### src/rtl/mac_seq.sv
// Handshaked sequential MAC: Y_k = (hi(A_k*X_k) + Y_{k-1}) >> 1 over up to MAX_LEN pairs.
// Define MAC_SEQ_ROUND_EN for round-to-nearest at the product and accumulate truncations.
module mac_seq #(
   parameter int N       = 32,
   parameter int MAX_LEN = 16,
   parameter int LW      = $clog2(MAX_LEN + 1)
) (
   input  logic          clk,
   input  logic          rst,
   input  logic          start,
   input  logic [LW-1:0] len,
   input  logic [N-1:0]  y0,
   output logic          busy,
   input  logic          in_valid,
   output logic          in_ready,
   input  logic [N-1:0]  a,
   input  logic [N-1:0]  x,
   output logic          out_valid,
   input  logic          out_ready,
   output logic [N-1:0]  y
);

   typedef enum logic [1:0] {IDLE, RUN, DONE} state_t;

   state_t        state_q, state_d;
   logic [N-1:0]  acc_q, acc_d;
   logic [N-1:0]  p_q, p_d;
   logic [N-1:0]  y_q, y_d;
   logic [LW-1:0] rem_q, rem_d;
   logic          pv_q, pv_d;
   logic          busy_q, busy_d;
   logic          in_ready_q, in_ready_d;
   logic          out_valid_q, out_valid_d;

   logic          accept;
   logic [LW-1:0] len_clamped;
   logic [2*N-1:0] prod;
   logic [N:0]    sum;

   always_comb begin
      len_clamped = (len > LW'(MAX_LEN)) ? LW'(MAX_LEN) : len;
      accept      = (state_q == RUN) && in_ready_q && in_valid;
`ifdef MAC_SEQ_ROUND_EN
      prod = ({{N{1'b0}}, a} * {{N{1'b0}}, x}) + {{N{1'b0}}, 1'b1, {(N-1){1'b0}}};
      sum  = {1'b0, p_q} + {1'b0, acc_q} + (N+1)'(1);
`else
      prod = {{N{1'b0}}, a} * {{N{1'b0}}, x};
      sum  = {1'b0, p_q} + {1'b0, acc_q};
`endif

      state_d = state_q;
      acc_d   = acc_q;
      p_d     = p_q;
      rem_d   = rem_q;
      pv_d    = pv_q;

      case (state_q)
         IDLE: begin
            if (start) begin
               acc_d   = y0;
               rem_d   = len_clamped;
               pv_d    = 1'b0;
               state_d = (len_clamped != '0) ? RUN : DONE;
            end
         end
         RUN: begin
            if (accept) begin
               rem_d = rem_q - LW'(1);
               p_d   = N'(prod >> N);
               pv_d  = 1'b1;
            end else begin
               pv_d  = 1'b0;
            end
            if (pv_q) acc_d = N'(sum >> 1);
            // Leave only once the last product has been folded into acc.
            if ((rem_q == '0) && !pv_q && !accept) state_d = DONE;
         end
         DONE: begin
            if (out_ready) state_d = IDLE;
         end
         default: state_d = IDLE;
      endcase

      busy_d      = (state_d != IDLE);
      in_ready_d  = (state_d == RUN) && (rem_d != '0);
      out_valid_d = (state_d == DONE);
      y_d         = (state_d == DONE) ? acc_d : y_q;
   end

   always_ff @(posedge clk) begin
      if (rst) begin
         state_q     <= IDLE;
         acc_q       <= '0;
         p_q         <= '0;
         y_q         <= '0;
         rem_q       <= '0;
         pv_q        <= 1'b0;
         busy_q      <= 1'b0;
         in_ready_q  <= 1'b0;
         out_valid_q <= 1'b0;
      end else begin
         state_q     <= state_d;
         acc_q       <= acc_d;
         p_q         <= p_d;
         y_q         <= y_d;
         rem_q       <= rem_d;
         pv_q        <= pv_d;
         busy_q      <= busy_d;
         in_ready_q  <= in_ready_d;
         out_valid_q <= out_valid_d;
      end
   end

   assign busy      = busy_q;
   assign in_ready  = in_ready_q;
   assign out_valid = out_valid_q;
   assign y         = y_q;

endmodule

### config.mk
export PLATFORM = sky130hd
export DESIGN_NAME = mac_seq
export DESIGN_NICKNAME = d
export VERILOG_FILES = /design/src/rtl/mac_seq.sv
export SDC_FILE = /design/constraint.sdc
export NUM_CORES = 2
export LEC_CHECK = 0
export BUFFER_PORTS_ARGS = -buffer_cell sky130_fd_sc_hd__buf_4
export CAP_MARGIN = 10
export CORE_MARGIN = 2
export CORE_UTILIZATION = 55
export CTS_CLUSTER_SIZE = 16
export DETAILED_ROUTE_END_ITERATION = 10
export PLACE_DENSITY_LB_ADDON = 0.12
export RECOVER_POWER = 50
export SYNTH_ARGS = -nofsm -noshare
export SYNTH_HDL_FRONTEND = slang
export SYNTH_SLANG_ARGS = --single-unit
### constraint.sdc
create_clock -name clk -period 9.5 [get_ports clk]
set_input_delay 0 -clock clk [delete_from_list [all_inputs] [get_ports clk]]
set_output_delay 0 -clock clk [all_outputs]
set_load 0.05 [all_outputs]
### Word level (Yosys, flattened, before mapping)

Cells that the tools add are included.

| word-level totals | value |
|---|---|
| output and inout bits | 35 |
| RAM bits | 0 |
| register bits after elaboration | 107 |
| memories | 0 |
| input bits | 106 |
| memory bits (read-only) | 0 |
| bits in latches | 0 |
| logic and storage cells | 48 |

| cells by class | value |
|---|---|
| add/sub/neg operators | 2 |
| reduce and logical (&&, ||, !) cells | 15 |
| divide/modulo/power cells | 0 |
| shift operators | 0 |
| multipliers | 1 |
| multiplexer cells | 15 |
| eq/ne operators | 5 |
| bitwise gates (word level) | 0 |
| order comparisons | 1 |

Operator list:

| cell | number |
|---|---|
| multiplier 32 x 32 -> 64 bit | 1 |
| 2-to-1 mux 32 bit | 2 |
| one-hot mux 32 bit (2 select lines) | 1 |
| adder 32 x 32 -> 33 bit | 1 |
| 2-to-1 mux 5 bit | 3 |
| one-hot mux 5 bit (2 select lines) | 1 |
| nonzero test 5 bit | 2 |
| 2-to-1 mux 2 bit | 4 |
| one-hot mux 2 bit (3 select lines) | 1 |
| > comparator 5 bit (second input constant) | 1 |
| logical AND 1 bit | 5 |
| zero test 5 bit | 1 |
| subtractor 5 x 1 -> 5 bit (second input constant) | 1 |
| equality test 2 x 1 -> 1 bit (second input constant) | 2 |
| equality test 2 bit (second input constant) | 2 |
| AND reduction 2 bit | 2 |
| nonzero test 2 bit | 2 |
| zero test 1 bit | 2 |
| zero test 2 bit | 1 |
| 2-to-1 mux 1 bit | 2 |
| inequality test 2 bit (second input constant) | 1 |
| one-hot mux 1 bit (2 select lines) | 1 |

### Longest topological paths before layout

| logic depth | value |
|---|---|
| depth after elaboration | 9 |
| gate-level depth with buffers | 26 |
| depth with buffers taken out | 25 |

### Worst setup path after synthesis

OpenSTA, ideal clock, no wires.

| timing path | value |
|---|---|
| kind | input-to-reg |
| from | input x[8] |
| to | register p_q[24] |
| setup time | 0.117 ns |
| data required time | 9.383 ns |
| slack | 2.761 ns |
| data arrival time | 6.622 ns |
| path buffers | 1 |
| stages | 22 |
| cells stage by stage | clkbuf_1 > nand2_1 > fa_1 > fa_1 > fa_1 > fa_1 > inv_1 > fa_1 > fa_1 > fa_1 > inv_1 > fa_1 > inv_1 > ha_1 > a21o_1 > a21o_1 > or3_1 > o211ai_1 > a2111o_1 > nor2_1 > or3_1 > a32o_1 |

| between the ends | value |
|---|---|
| cells in the longest elaborated chain, start to end | 1 |

Ends and longest elaborated chain:

| what | line | text |
|---|---|---|
| start: declaration | 17 | `input logic [N-1:0] x,` |
| multiplier 32 x 32 -> 64 bit | 47 | `prod = {{N{1'b0}}, a} * {{N{1'b0}}, x};` |
| end signal: assignment | 104 | `p_q <= p_d;` |
| end: declaration | 27 | `logic [N-1:0] p_q, p_d;` |

No other way between the ends.
A chain may end at the register's enable or synchronous reset.

### Final worst setup path

| timing path | value |
|---|---|
| from | input a[10] |
| to | register p_q[23] |

| between the ends | value |
|---|---|
| cells in the longest elaborated chain, start to end | 1 |

Ends and longest elaborated chain:

| what | line | text |
|---|---|---|
| start: declaration | 16 | `input logic [N-1:0] a,` |
| multiplier 32 x 32 -> 64 bit | 47 |  |

No other way between the ends.

==> report_table.html <==
<table>
<tr><th>Metric</th><th>Value</th></tr>
<tr><th colspan="2">Outcome</th></tr>
<tr><td>Outcome</td><td>complete, but fails checks</td></tr>
<tr><td>Failing checks</td><td>max-capacitance violations, max-slew violations</td></tr>
<tr><th colspan="2">Placed design</th></tr>
<tr><td>Area after detailed placement</td><td>40200 um^2</td></tr>
<tr><td>Number of port buffers</td><td>140</td></tr>
<tr><td>Hpwl dp</td><td>79.3 mm</td></tr>
<tr><td>Weighted congestion reported at the end of routability-driven placement</td><td>0.893</td></tr>
<tr><th colspan="2">Finish</th></tr>
<tr><td>Layout area overhead</td><td>3.85%</td></tr>
<tr><td>Final standard cell area without fillers</td><td>40400 um^2</td></tr>
<tr><td>Fraction of final layout cells with drive strength greater than 1</td><td>3.37%</td></tr>
<tr><td>Multi-input combinational cell area</td><td>32400 um^2</td></tr>
<tr><td>Antenna diodes</td><td>0</td></tr>
<tr><td>Highest-count cells in the layout ignoring fill and taps</td><td>sky130_fd_sc_hd__fa_1 (896), sky130_fd_sc_hd__inv_1 (889), sky130_fd_sc_hd__and2_1 (627)</td></tr>
<tr><td>Sequential cell area</td><td>2140 um^2</td></tr>
<tr><td>Number of nets in the finished design</td><td>5587</td></tr>
<tr><td>Most common library cell in the layout ignoring fill and taps</td><td>sky130_fd_sc_hd__fa_1</td></tr>
<tr><td>Fill cell instance count of the final layout</td><td>6495</td></tr>
<tr><th colspan="2">Drt</th></tr>
<tr><td>DRC viols</td><td>0</td></tr>
<tr><td>Routed length per placed instance</td><td>18.9 um</td></tr>
<tr><td>Final antenna-violating net count</td><td>0</td></tr>
<tr><td>Router iterations before antenna repair</td><td>5</td></tr>
<tr><td>Vias after detailed routing</td><td>29000</td></tr>
<tr><td>Total Routed Length</td><td>99.2 mm</td></tr>
<tr><td>Avg Vias per Cell</td><td>5.53</td></tr>
<tr><td>Number of DRC violations after detailed-routing iteration 0</td><td>1668</td></tr>
<tr><th colspan="2">Timing</th></tr>
<tr><td>Endpoints failing setup</td><td>0</td></tr>
<tr><td>Unrepaired setup endpoints after global routing</td><td>false</td></tr>
<tr><td>Final clock skew</td><td>0.0144 ns</td></tr>
<tr><td>Final hold viol count</td><td>0</td></tr>
<tr><td>Number of max-slew violations in the final report</td><td>82</td></tr>
<tr><td>Maximum operating frequency</td><td>135 MHz</td></tr>
<tr><td>Total negative setup slack</td><td>0 ns</td></tr>
<tr><td>Least-Margin Pin Slew</td><td>3.21 ns</td></tr>
<tr><td>Minimum clock period after layout</td><td>7.43 ns</td></tr>
<tr><td>Post-route fraction of the period consumed by the critical path</td><td>78.2%</td></tr>
<tr><td>Worst slew margin relative to its limit</td><td>-116%</td></tr>
<tr><th colspan="2">Synth</th></tr>
<tr><td>Post-synthesis cell count</td><td>4385</td></tr>
<tr><td>Leading register cell type out of synthesis</td><td>sky130_fd_sc_hd__dfxtp_1</td></tr>
<tr><td>Mapped Area</td><td>38900 um^2</td></tr>
<tr><td>Number of synthesized flops with an enable pin</td><td>0</td></tr>
<tr><td>Avg Synthesized Cell Area</td><td>8.86 um^2</td></tr>
<tr><td>Post-synthesis sequential area ratio</td><td>5.51%</td></tr>
<tr><td>Count of state elements after synthesis</td><td>107</td></tr>
<tr><td>Asr flop ratio synth</td><td>0%</td></tr>
<tr><td>Net count after synthesis</td><td>5680</td></tr>
<tr><td>Warnings, synthesis</td><td>0</td></tr>
<tr><td>Number of distinct library cells after synthesis</td><td>72</td></tr>
<tr><th colspan="2">GRT</th></tr>
<tr><td>Number of antenna violations at the first check in global routing</td><td>0</td></tr>
<tr><td>Global route overflow</td><td>0</td></tr>
<tr><td>Pin count of the biggest net entering global routing</td><td>57</td></tr>
<tr><td>Global-route usage over all layers</td><td>28.4%</td></tr>
<tr><td>Vias in the first global route</td><td>31400</td></tr>
<tr><td>First-pass GRT wire length</td><td>165 mm</td></tr>
<tr><th colspan="2">Critical path</th></tr>
<tr><td>Top cell family by delay on the critical path</td><td>adder cells</td></tr>
<tr><td>Startpoint Class</td><td>primary input</td></tr>
<tr><td>Worst Setup Path Type</td><td>primary input to flip-flop</td></tr>
<tr><td>CP max stage cell</td><td>sky130_fd_sc_hd__fa_1</td></tr>
<tr><td>Worst Path Required</td><td>9.75 ns</td></tr>
<tr><td>Critical-path cell list</td><td>buf_4 &gt; and2_1 &gt; fa_1 &gt; inv_1 &gt; fa_1 &gt; inv_1 &gt; fa_1 &gt; inv_1 &gt; fa_1 &gt; inv_1 &gt; fa_1 &gt; fa_1 &gt; fa_1 &gt; fa_1 &gt; ha_1 &gt; a21oi_1 &gt; a21boi_0 &gt; a311oi_1 &gt; o32ai_1 &gt; o21ai_0 &gt; a21oi_1 &gt; o21ba_2 &gt; or3_1 &gt; a32o_1</td></tr>
<tr><td>CP max stage delay</td><td>0.56 ns</td></tr>
<tr><td>Critical path capture point type</td><td>flip-flop</td></tr>
<tr><td>Worst EP arrival</td><td>7.68 ns</td></tr>
<tr><td>Crit-path most repeated cell</td><td>sky130_fd_sc_hd__fa_1</td></tr>
<tr><td>Critical Path Fanout Max</td><td>32</td></tr>
<tr><td>Buffers plus inverters on the worst setup path</td><td>5</td></tr>
<tr><th colspan="2">Floorplanning</th></tr>
<tr><td>Die width</td><td>270 um</td></tr>
<tr><td>I/O pin total</td><td>141</td></tr>
<tr><td>Initial standard-cell utilization of the core</td><td>55.5%</td></tr>
<tr><td>Number of rows in the core area</td><td>97</td></tr>
<tr><td>Placeable Area</td><td>70000 um^2</td></tr>
<tr><td>Die area</td><td>72800 um^2</td></tr>
<tr><td>Die Span Y</td><td>270 um</td></tr>
<tr><th colspan="2">CTS</th></tr>
<tr><td>Post-cts resize count</td><td>0</td></tr>
<tr><td>Root Buffer Master</td><td>sky130_fd_sc_hd__clkbuf_16</td></tr>
<tr><td>Postcts setup bufs</td><td>0</td></tr>
<tr><td>TritonCTS clock tree</td><td>built</td></tr>
<tr><td>Clk pin slew, worst setup/hold paths</td><td>0.08 ns</td></tr>
<tr><td>CTS Buf Count</td><td>9</td></tr>
<tr><td>Total clock sinks</td><td>107</td></tr>
<tr><td>Worst-case clock buffer depth</td><td>2</td></tr>
<tr><td>CTS H-tree depth</td><td>3</td></tr>
<tr><td>Source-to-sink clock delay at the later pin of the worst-skew pair</td><td>0.36 ns</td></tr>
<tr><th colspan="2">Flow run</th></tr>
<tr><td>Maxcap violations</td><td>2</td></tr>
<tr><th colspan="2">Worst hold path</th></tr>
<tr><td>Worst hold-check path type</td><td>primary input to flip-flop</td></tr>
</table>
-- stage by stage --
step           hold slack (ns)  std cells  utilization, %  setup WS, ns
4_1_cts                0.00536       5237            57.8          2.16
2_1_floorplan            0.155       4385               -          2.76
3_3_place_gp             0.285       5219            57.4          1.81
5_1_grt                 0.0468       5237            57.6          1.80
3_5_place_dp             0.290       5219            57.4          1.80
6_report                0.0114       5237            57.6          2.07
-- flip-flops by register name, indices dropped and copies added (netlist names) --
signal     count
acc_q         32
p_q           32
y             32
rem_q          5
state_q        2
busy           1
in_ready       1
out_valid      1
pv_q           1
-- cells by family (layout without fill, tap and decap cells) --
family | count (synthesis) | after routing | share of synthesized area (%)
compound gates | 463 | 463 | 7.81
xor+xnor | 41 | 41 | 0.924
fa+ha+maj | 1189 | 1189 | 55.6
buf+inv | 1142 | 1054 | 11.0
flops | 107 | 107 | 5.51
mux | 5 | 5 | 0.129
simple gates | 1438 | 1438 | 19.0
-- worst reg2reg max path, cell delays in order, from the launching register on --
cell,delay (ns)
sky130_fd_sc_hd__dfxtp_1,0.32
sky130_fd_sc_hd__clkbuf_1,1.74
sky130_fd_sc_hd__nor3_1,0.26
sky130_fd_sc_hd__o21ai_0,2.50
sky130_fd_sc_hd__a2111oi_0,0.14
sky130_fd_sc_hd__a2111oi_0,0.49
-- cell usage after synthesis, types with 6 or more instances --
cell type                   instances  area [um^2]
sky130_fd_sc_hd__a2111oi_0          6         52.6
sky130_fd_sc_hd__a211oi_1          22          165
sky130_fd_sc_hd__a21o_1            47          353
sky130_fd_sc_hd__a21oi_1          148          741
sky130_fd_sc_hd__a221oi_1          10         87.6
sky130_fd_sc_hd__a31oi_1            9         56.3
sky130_fd_sc_hd__and2_1           633         3960
sky130_fd_sc_hd__and3_1            19          119
sky130_fd_sc_hd__clkbuf_1         248          931
sky130_fd_sc_hd__dfxtp_1          107         2140
sky130_fd_sc_hd__fa_1             896        17900
sky130_fd_sc_hd__ha_1             293         3670
sky130_fd_sc_hd__inv_1            889         3340
sky130_fd_sc_hd__nand2_1          530         1990
sky130_fd_sc_hd__nand2b_1           9         56.3
sky130_fd_sc_hd__nand3_1           28          140
sky130_fd_sc_hd__nand3b_1           8         60.1
sky130_fd_sc_hd__nand4_1           27          169
sky130_fd_sc_hd__nor2_1           102          383
sky130_fd_sc_hd__nor2b_1           25          156
sky130_fd_sc_hd__nor3_1            22          110
sky130_fd_sc_hd__nor4_1             7         43.8
sky130_fd_sc_hd__o2111ai_1          6         52.6
sky130_fd_sc_hd__o211ai_1          11         82.6
sky130_fd_sc_hd__o21a_1            13         97.6
sky130_fd_sc_hd__o21ai_0           80          400
sky130_fd_sc_hd__o21bai_1          12         90.1
sky130_fd_sc_hd__o22a_1            15          131
sky130_fd_sc_hd__o22ai_1           17          106
sky130_fd_sc_hd__o31a_1             6         52.6
sky130_fd_sc_hd__o31ai_1           10         75.1
sky130_fd_sc_hd__or3_1             13         81.3
sky130_fd_sc_hd__xnor2_1           27          236
sky130_fd_sc_hd__xor2_1            14          123
-- worst paths after layout --
kind | from | cells after the start | end | slack [ns]
worst min-delay path | len[1] | 5 | rem_q[1]$_SDFF_PP0_ | 0.01
worst max-delay path | a[10] | 24 | p_q[23]$_SDFFE_PP0P_ | 2.07
worst min register to register | y[1]$_SDFFE_PP0P_ | 2 | y[1]$_SDFFE_PP0P_ | 0.45
worst max register to register | state_q[0]$_SDFF_PP0_ | 5 | y[16]$_SDFFE_PP0P_ | 3.95
-- cell type report --
cell class | count | share of cell area (%)
multi-input combinational | 3136 | 80.4
timing repair buffer | 149 | 2.45
clock buffer | 12 | 0.636
sequential | 107 | 5.31
tap | 940 | 2.91
clock inverter | 4 | 0.0620
inverter | 889 | 8.27
-- timing repair --
action / CTS / global route
setup endpoints to repair: 0 / 0
endpoints found under the hold margin: 2 / 0
hold buffers: 2 / 0
-- metal layers --
metal,part of all wire (%),GRT usage [%],up-vias
met5,0,0,-
met4,4.5,11.4,0
met2,51,50.5,743
met1,40,36.1,15000
met3,3.8,2.22,204
li1,-,-,13000
Power is left out: the tool's default activity adds up to more than one toggle a clock period on the data nets, which glitch-free logic cannot reach.
